**src/rtl/mcu_quantize_scheduler_pkg.sv**
```systemverilog
// rtl/mcu_quantize_scheduler_pkg.sv - shared widths, tag layout and FSM encoding for the quantize scheduler
package mcu_quantize_scheduler_pkg;

  localparam int NUM_BLOCKS = 5;
  localparam int IN_SLOTS   = 4;
  localparam int OUT_SLOTS  = 4;

  localparam int SLOT_W  = $clog2(IN_SLOTS);
  localparam int OSLOT_W = $clog2(OUT_SLOTS);
  localparam int ZZ_W    = 6;
  localparam int TAG_W   = OSLOT_W + ZZ_W;
  localparam int CNT_W   = 3;
  localparam int BLK_W   = 3;

  localparam int TAG_IDX_LSB  = 0;
  localparam int TAG_IDX_MSB  = ZZ_W - 1;
  localparam int TAG_SLOT_LSB = ZZ_W;
  localparam int TAG_SLOT_MSB = TAG_W - 1;

  localparam logic [CNT_W-1:0] IN_FULL    = CNT_W'(IN_SLOTS);
  localparam logic [CNT_W-1:0] OUT_FULL   = CNT_W'(OUT_SLOTS);
  localparam logic [BLK_W-1:0] LAST_BLOCK = BLK_W'(NUM_BLOCKS - 1);
  localparam logic [ZZ_W-1:0]  LAST_ZZ    = '1;

  typedef enum logic [1:0] {
    ST_IDLE,
    ST_ISSUE,
    ST_STALL
  } state_t;

endpackage

```
**src/rtl/zig_zag_to_row_major.sv**
```systemverilog
// rtl/zig_zag_to_row_major.sv - maps an 8x8 zig-zag coefficient index to its row-major position
module zig_zag_to_row_major (
  input  logic [5:0] zz_index,
  output logic [5:0] row_major
);

  always_comb begin
    row_major = 6'd0;
    case (zz_index)
      6'd0:  row_major = 6'd0;   6'd1:  row_major = 6'd1;   6'd2:  row_major = 6'd8;   6'd3:  row_major = 6'd16;
      6'd4:  row_major = 6'd9;   6'd5:  row_major = 6'd2;   6'd6:  row_major = 6'd3;   6'd7:  row_major = 6'd10;
      6'd8:  row_major = 6'd17;  6'd9:  row_major = 6'd24;  6'd10: row_major = 6'd32;  6'd11: row_major = 6'd25;
      6'd12: row_major = 6'd18;  6'd13: row_major = 6'd11;  6'd14: row_major = 6'd4;   6'd15: row_major = 6'd5;
      6'd16: row_major = 6'd12;  6'd17: row_major = 6'd19;  6'd18: row_major = 6'd26;  6'd19: row_major = 6'd33;
      6'd20: row_major = 6'd40;  6'd21: row_major = 6'd48;  6'd22: row_major = 6'd41;  6'd23: row_major = 6'd34;
      6'd24: row_major = 6'd27;  6'd25: row_major = 6'd20;  6'd26: row_major = 6'd13;  6'd27: row_major = 6'd6;
      6'd28: row_major = 6'd7;   6'd29: row_major = 6'd14;  6'd30: row_major = 6'd21;  6'd31: row_major = 6'd28;
      6'd32: row_major = 6'd35;  6'd33: row_major = 6'd42;  6'd34: row_major = 6'd49;  6'd35: row_major = 6'd56;
      6'd36: row_major = 6'd57;  6'd37: row_major = 6'd50;  6'd38: row_major = 6'd43;  6'd39: row_major = 6'd36;
      6'd40: row_major = 6'd29;  6'd41: row_major = 6'd22;  6'd42: row_major = 6'd15;  6'd43: row_major = 6'd23;
      6'd44: row_major = 6'd30;  6'd45: row_major = 6'd37;  6'd46: row_major = 6'd44;  6'd47: row_major = 6'd51;
      6'd48: row_major = 6'd58;  6'd49: row_major = 6'd59;  6'd50: row_major = 6'd52;  6'd51: row_major = 6'd45;
      6'd52: row_major = 6'd38;  6'd53: row_major = 6'd31;  6'd54: row_major = 6'd39;  6'd55: row_major = 6'd46;
      6'd56: row_major = 6'd53;  6'd57: row_major = 6'd60;  6'd58: row_major = 6'd61;  6'd59: row_major = 6'd54;
      6'd60: row_major = 6'd47;  6'd61: row_major = 6'd55;  6'd62: row_major = 6'd62;  6'd63: row_major = 6'd63;
    endcase
  end

endmodule

```
**src/rtl/mcu_quantize_scheduler.sv**
```systemverilog
// rtl/mcu_quantize_scheduler.sv - walks held DCT groups through the shared divider and hands finished quotient slots to the encoder
module mcu_quantize_scheduler
  import mcu_quantize_scheduler_pkg::*;
(
  input  logic                      clock,
  input  logic                      reset,
  input  logic                      dct_group_done,
  output logic                      dct_slots_free,
  output logic [SLOT_W+ZZ_W-1:0]    rd_addr,
  output logic [ZZ_W-1:0]           qtab_addr,
  output logic [BLK_W-1:0]          rd_block_sel,
  output logic                      div_valid,
  output logic [TAG_W-1:0]          div_tag,
  input  logic                      quot_valid,
  input  logic [TAG_W-1:0]          quot_tag,
  output logic                      enc_start,
  output logic [OSLOT_W-1:0]        enc_slot,
  input  logic                      enc_block_done,
  output logic                      protocol_error
);

  state_t state_q, state_d;
  logic [ZZ_W-1:0]    zz_q, zz_d;
  logic [BLK_W-1:0]   block_q, block_d;
  logic [SLOT_W-1:0]  rd_slot_q, rd_slot_d;
  logic [OSLOT_W-1:0] out_slot_q, out_slot_d;
  logic [OSLOT_W-1:0] comp_slot_q, comp_slot_d;
  logic [OSLOT_W-1:0] enc_slot_q, enc_slot_d;
  logic [CNT_W-1:0]   in_count_q, in_count_d;
  logic [CNT_W-1:0]   out_count_q, out_count_d;
  logic [CNT_W-1:0]   ready_count_q, ready_count_d;
  logic               div_valid_q, div_valid_d;
  logic [TAG_W-1:0]   div_tag_q, div_tag_d;
  logic [BLK_W-1:0]   rd_block_sel_q, rd_block_sel_d;
  logic               enc_start_q, enc_start_d;
  logic               enc_busy_q, enc_busy_d;
  logic               armed_q, armed_d;
  logic               protocol_error_q, protocol_error_d;

  logic [ZZ_W-1:0] row_major;
  logic issuing, last_coef, group_end, in_full, out_free;
  logic group_in, slot_release, slot_complete, enc_go;

  zig_zag_to_row_major u_zig_zag (
    .zz_index  (zz_q),
    .row_major (row_major)
  );

  assign issuing       = (state_q == ST_ISSUE);
  assign last_coef     = issuing && (zz_q == LAST_ZZ);
  assign group_end     = last_coef && (block_q == LAST_BLOCK);
  assign in_full       = (in_count_q == IN_FULL);
  assign out_free      = (out_count_q != OUT_FULL);
  assign group_in      = dct_group_done && !in_full;
  assign slot_release  = enc_block_done && enc_busy_q;
  // Stale divider results from before a reset are dropped until this run has issued something.
  assign slot_complete = quot_valid && armed_q && (quot_tag[TAG_IDX_MSB:TAG_IDX_LSB] == LAST_ZZ);
  assign enc_go        = ((ready_count_q != '0) || slot_complete) && !enc_busy_q;

  always_comb begin
    in_count_d    = in_count_q + CNT_W'(group_in) - CNT_W'(group_end);
    out_count_d   = out_count_q + CNT_W'(issuing && (zz_q == '0)) - CNT_W'(slot_release);
    ready_count_d = ready_count_q + CNT_W'(slot_complete) - CNT_W'(enc_go);
    enc_busy_d    = enc_go || (enc_busy_q && !slot_release);
    enc_start_d   = enc_go;
    enc_slot_d    = enc_slot_q + OSLOT_W'(slot_release);
    comp_slot_d   = comp_slot_q + OSLOT_W'(slot_complete);
    armed_d       = armed_q || div_valid_q;
    protocol_error_d = protocol_error_q
                     || (dct_group_done && in_full)
                     || (slot_complete && (quot_tag[TAG_SLOT_MSB:TAG_SLOT_LSB] != comp_slot_q))
                     || (enc_block_done && !enc_busy_q);

    div_valid_d    = issuing;
    div_tag_d      = {out_slot_q, zz_q};
    rd_block_sel_d = block_q;

    zz_d       = issuing ? zz_q + ZZ_W'(1) : zz_q;
    block_d    = block_q;
    out_slot_d = out_slot_q;
    rd_slot_d  = rd_slot_q;
    if (last_coef) begin
      out_slot_d = out_slot_q + OSLOT_W'(1);
      block_d    = group_end ? '0 : block_q + BLK_W'(1);
    end
    if (group_end) begin
      rd_slot_d = rd_slot_q + SLOT_W'(1);
    end

    state_d = state_q;
    case (state_q)
      ST_IDLE: begin
        if ((in_count_d != '0) && out_free) state_d = ST_ISSUE;
      end
      ST_ISSUE: begin
        if (last_coef) begin
          if (group_end && (in_count_d == '0)) state_d = ST_IDLE;
          else if (!out_free)                  state_d = ST_STALL;
          else                                 state_d = ST_ISSUE;
        end
      end
      ST_STALL: begin
        if (out_free) state_d = ST_ISSUE;
      end
      default: state_d = ST_IDLE;
    endcase
  end

  always_ff @(posedge clock) begin
    if (reset) begin
      state_q          <= ST_IDLE;
      zz_q             <= '0;
      block_q          <= '0;
      rd_slot_q        <= '0;
      out_slot_q       <= '0;
      comp_slot_q      <= '0;
      enc_slot_q       <= '0;
      in_count_q       <= '0;
      out_count_q      <= '0;
      ready_count_q    <= '0;
      div_valid_q      <= 1'b0;
      div_tag_q        <= '0;
      rd_block_sel_q   <= '0;
      enc_start_q      <= 1'b0;
      enc_busy_q       <= 1'b0;
      armed_q          <= 1'b0;
      protocol_error_q <= 1'b0;
    end else begin
      state_q          <= state_d;
      zz_q             <= zz_d;
      block_q          <= block_d;
      rd_slot_q        <= rd_slot_d;
      out_slot_q       <= out_slot_d;
      comp_slot_q      <= comp_slot_d;
      enc_slot_q       <= enc_slot_d;
      in_count_q       <= in_count_d;
      out_count_q      <= out_count_d;
      ready_count_q    <= ready_count_d;
      div_valid_q      <= div_valid_d;
      div_tag_q        <= div_tag_d;
      rd_block_sel_q   <= rd_block_sel_d;
      enc_start_q      <= enc_start_d;
      enc_busy_q       <= enc_busy_d;
      armed_q          <= armed_d;
      protocol_error_q <= protocol_error_d;
    end
  end

  assign dct_slots_free = !in_full;
  assign rd_addr        = {rd_slot_q, row_major};
  assign qtab_addr      = zz_q;
  assign rd_block_sel   = rd_block_sel_q;
  assign div_valid      = div_valid_q;
  assign div_tag        = div_tag_q;
  assign enc_start      = enc_start_q;
  assign enc_slot       = enc_slot_q;
  assign protocol_error = protocol_error_q;

endmodule

```
**config.mk**
```make
export PLATFORM = sky130hd
export DESIGN_NAME = mcu_quantize_scheduler
export DESIGN_NICKNAME = d
export VERILOG_FILES = /design/src/rtl/mcu_quantize_scheduler_pkg.sv /design/src/rtl/zig_zag_to_row_major.sv /design/src/rtl/mcu_quantize_scheduler.sv
export SDC_FILE = /design/constraint.sdc
export NUM_CORES = 1
export LEC_CHECK = 0
export CORE_UTILIZATION = 59
export DETAILED_ROUTE_END_ITERATION = 6
export PLACE_DENSITY_LB_ADDON = 0.12
export RECOVER_POWER = 100
export SLEW_MARGIN = 40
export SYNTH_ARGS = -nofsm -noshare
export SYNTH_HDL_FRONTEND = slang
export SYNTH_SLANG_ARGS = --single-unit
export TNS_END_PERCENT = 30
```
**constraint.sdc**
```tcl
create_clock -name clock -period 8.4 [get_ports clock]
set_input_delay 2.1 -clock clock [delete_from_list [all_inputs] [get_ports clock]]
set_output_delay 2.1 -clock clock [all_outputs]
set_load 0.02 [all_outputs]
```
==> results.txt <==
The peak supply drop was 0.201 mV. The run finished, with violations left. The overall power after layout came out at 0.901 mW.

The sort of element at the start of the critical path is an input port. Synthesis handed over a netlist of 349 instances. STA classifies the critical path endpoint as a flop.

For this run, asynchronously set or reset flops after synthesis account for 0%. The total negative slack for setup checks was 0 ns. For this run, the post-layout net count is 415. After clock tree synthesis, the clock-pin slew on the worst setup and hold paths is 0.10 ns.

The routed design could run at a clock period as short as 5.50 ns. The DRC violation count after routing was 0; the net switching power figure was 0.359 mW. The logs give 3370 um^2 for the total cell area at the placement stage and 2 for the number of levels the H-tree was split into. In this run, synthesis produced a sequential element count of 50. The first TritonRoute pass finished after 5 iterations. The number of antenna repair diodes is 0, and the area added between synthesis and finish is 16.1%. The number of maximum-capacitance constraint violations came out at 1. The die is 73.1 um wide. Input and output buffers added on the ports amount to 43. The root buffer cell chosen for the clock tree is sky130_fd_sc_hd__clkbuf_8.

After detailed routing, the number of vias per cell comes to 5.78. The path category of the worst min-delay check was flop to flop. The tools report the worst setup timing slack at the placement stage as 3.74 ns.

TritonCTS built the clock tree. At the worst endpoint, the required time is 8.62 ns. The floorplan step defined a die boundary enclosing 5350 um^2.

The share of total power dissipated in sequential elements is 35.6%. The logs give 5.72 ns for the arrival time at the worst endpoint and 329 for the initial DRC count. Counting flops with a built-in enable in the synthesized netlist gives 0.

Pin placement for this block handled 44 I/O pins. Static timing analysis puts the maximum clock frequency at 182 MHz. Entering global routing, the biggest net connects 52 pins. The tools report the final hold violation count as 0. Counting the fill cells in the layout gives 370.

Clock skew on the completed layout was measured at 0.0117 ns. Internal power comes to 0.542 mW. In this run the static leakage power is 1.51 nW. After floorplanning, the core was divided into 25 placement rows. Summed over all layers, the routed wires come to 6370 um. The highest net fanout along the worst path works out to 51. The critical path in this run is classified as input port to flop. The switching part of the total was 39.8%; the final number of max-transition violations was 52. The logs give 0 for the initial antenna violation count and 0 for the post-CTS resize count. The total of warnings raised by yosys was 0; the global route total overflow was 0.

In this run the vertical extent of the chip is 73.1 um. For the pin with the worst max-slew slack, the measured transition is 2.07 ns. Routability-driven placement finished with a final weighted congestion of 0.943. The number of different library cells in the post-synthesis netlist was 63. The HPWL after detailed placement is 4450 um.

The slack of the critical path is 2.90 ns. Dividing total power by cell area gives a power density of 260 nW/um^2. The synthesized netlist occupies a cell area of 2980 um^2.

The logs give 0 for the setup fix buffers added after clock tree synthesis and 33.5% for the proportion of synthesized chip area in sequential cells. For the number of sinks driven by the clock tree, the log shows 50. Setup repair after global routing left no endpoint under its margin. The number of endpoints failing setup at the final stage is 0, and the per-instance average area after synthesis is 8.55 um^2.

For this design, the CTS-stage hold fixing added 0 buffers. The normalized max-slew margin is -37.8%. The detailed router placed 2568 vias in this run. The tools report the share of power burned in combinational logic as 45.1%. Dividing the detail-routed wire length by the instance count gives 14.3 um.

Counting the buffers created by CTS gives 5. The tools report the post-synthesis net count as 388. The first global-routing pass estimated 10800 um of wire. In the synthesized netlist the dominant register cell turns out to be sky130_fd_sc_hd__dfxtp_1. No sink is reached through more buffers than the 2 on the longest clock path. For the insertion delay of the later-clocked pin in the worst-skew pair, the log shows 0.31 ns.

The layout cell share with drive strength beyond 1 works out to 5.31%. The worst path uses 65.4% of the clock period. Design area: 3470 um^2. The share of total power dissipated in the clock network is 19.3%.

The count of nets left with antenna violations once routing finished came out at 0. The logs give 4790 um^2 for the area of the core and 25.8% for the global-route usage over all layers. The final reports fail on max-capacitance violations, max-slew violations.

For this configuration, the core starts out at a cell density of 62.4%. The number of global-route vias before repair came out at 2277.
registers in the layout, summed over array words and instances (netlist names), 3 cells and up:
signal               cells
u_zig_zag.row_major      6
qtab_addr                6
rd_block_sel             3
block_q                  3
in_count_q               3
ready_count_q            3
div_tag                  8
out_count_q              3
final cells by class:
cell class              count  area [um^2]  area share [%]
repair buffers             44          428            12.3
clock inverters             3         43.8            1.26
multi-input cells         252         1750            50.6
flip-flops and latches     50         1000            28.9
well taps                  67         83.8            2.42
inverters                  23         86.3            2.49
clock buffers               5         68.8            1.99
per-stage QoR:
stage,utilization [%],cells,hold slack [ns]
floorplan,-,349,0.440
detailed placement,70.4,436,0.454
global route,72.4,444,0.501
global placement,70.4,436,0.447
CTS,72.7,444,0.475
finish,72.4,444,0.472
cell usage in the layout, fill, tap and decap left out, drive strengths merged, types with 7 or more instances in the layout:
cell type       n
a21oi          14
a31oi           7
clkbuf          7
clkdlybuf4s50  10
dfxtp          50
dlygate4sd3    32
ha             23
inv            24
nand2          22
nand3          11
nor2           44
nor2b          13
nor3            9
o211ai          9
o21ai          12
xnor2          12
xor2            8
final timing paths:
kind | startpoint | to | slack, ns | depth (start not counted)
hold / removal | div_valid | armed_q | 0.47 | 2
setup / recovery | reset | u_zig_zag.row_major[0] | 2.90 | 9
setup reg to reg | qtab_addr[0] | state_q[0] | 4.17 | 16
hold reg to reg | div_valid | armed_q | 0.47 | 2
power groups by stage:
stage               registers [mW]  clock network [mW]  logic (mW)
floorplan                    0.328                   0       0.302
global placement             0.326                   0       0.403
detailed placement           0.326                   0       0.407
CTS                          0.321               0.177       0.411
global route                 0.329               0.186       0.453
finish                       0.321               0.173       0.406
synthesized netlist by cell type (all sizes together) (2+ instances only):
| cell | instances | area [um^2] |
|---|---|---|
| dfxtp | 50 | 1000 |
| nor2 | 44 | 165 |
| ha | 23 | 288 |
| inv | 23 | 86.3 |
| nand2 | 22 | 82.6 |
| a21oi | 14 | 73.8 |
| buf | 14 | 93.8 |
| nor2b | 13 | 81.3 |
| o21ai | 12 | 63.8 |
| xnor2 | 12 | 105 |
| nand3 | 11 | 55.1 |
| clkbuf | 10 | 40.0 |
| nor3 | 9 | 45.0 |
| o211ai | 9 | 72.6 |
| xor2 | 8 | 70.1 |
| a31oi | 7 | 43.8 |
| a211oi | 6 | 45.0 |
| mux2i | 5 | 50.1 |
| o31ai | 4 | 30.0 |
| a221oi | 3 | 26.3 |
| and2 | 3 | 21.3 |
| fa | 3 | 60.1 |
| nand4 | 3 | 18.8 |
| o22ai | 3 | 18.8 |
| or3 | 3 | 23.8 |
| a211o | 2 | 17.5 |
| a21o | 2 | 15.0 |
| a2bb2oi | 2 | 17.5 |
| and3 | 2 | 15.0 |
| and3b | 2 | 18.8 |
| mux2 | 2 | 26.3 |
| nand3b | 2 | 15.0 |
| o21a | 2 | 15.0 |
| o311ai | 2 | 25.0 |
per-layer routing:
| layer | vias to the layer above | routed length, um | GRT usage (%) |
|---|---|---|---|
| li1 | 1265 | - | - |
| met4 | 0 | 102 | 8.06 |
| met2 | 119 | 2880 | 40.2 |
| met3 | 12 | 474 | 4.70 |
| met5 | - | 0 | 0 |
| met1 | 1172 | 2920 | 36.1 |
cell families after synthesis:
family | share of synthesized area [%]
mux | 3.31
simple gates | 20.3
flops | 33.5
compound gates | 17.9
xor+xnor | 5.87
buf+inv | 7.38
fa+ha+maj | 11.7
critical path, stage by stage:
cell and delay [ns]:
sky130_fd_sc_hd__clkbuf_1 1.45, sky130_fd_sc_hd__nor2b_1 0.15, sky130_fd_sc_hd__mux2i_1 0.23, sky130_fd_sc_hd__clkbuf_1 0.48, sky130_fd_sc_hd__inv_1 0.42, sky130_fd_sc_hd__mux2_2 0.39
sky130_fd_sc_hd__a211oi_1 0.25, sky130_fd_sc_hd__o31ai_1 0.11, sky130_fd_sc_hd__o31ai_1 0.12
Power figures use the tool's default switching activity.
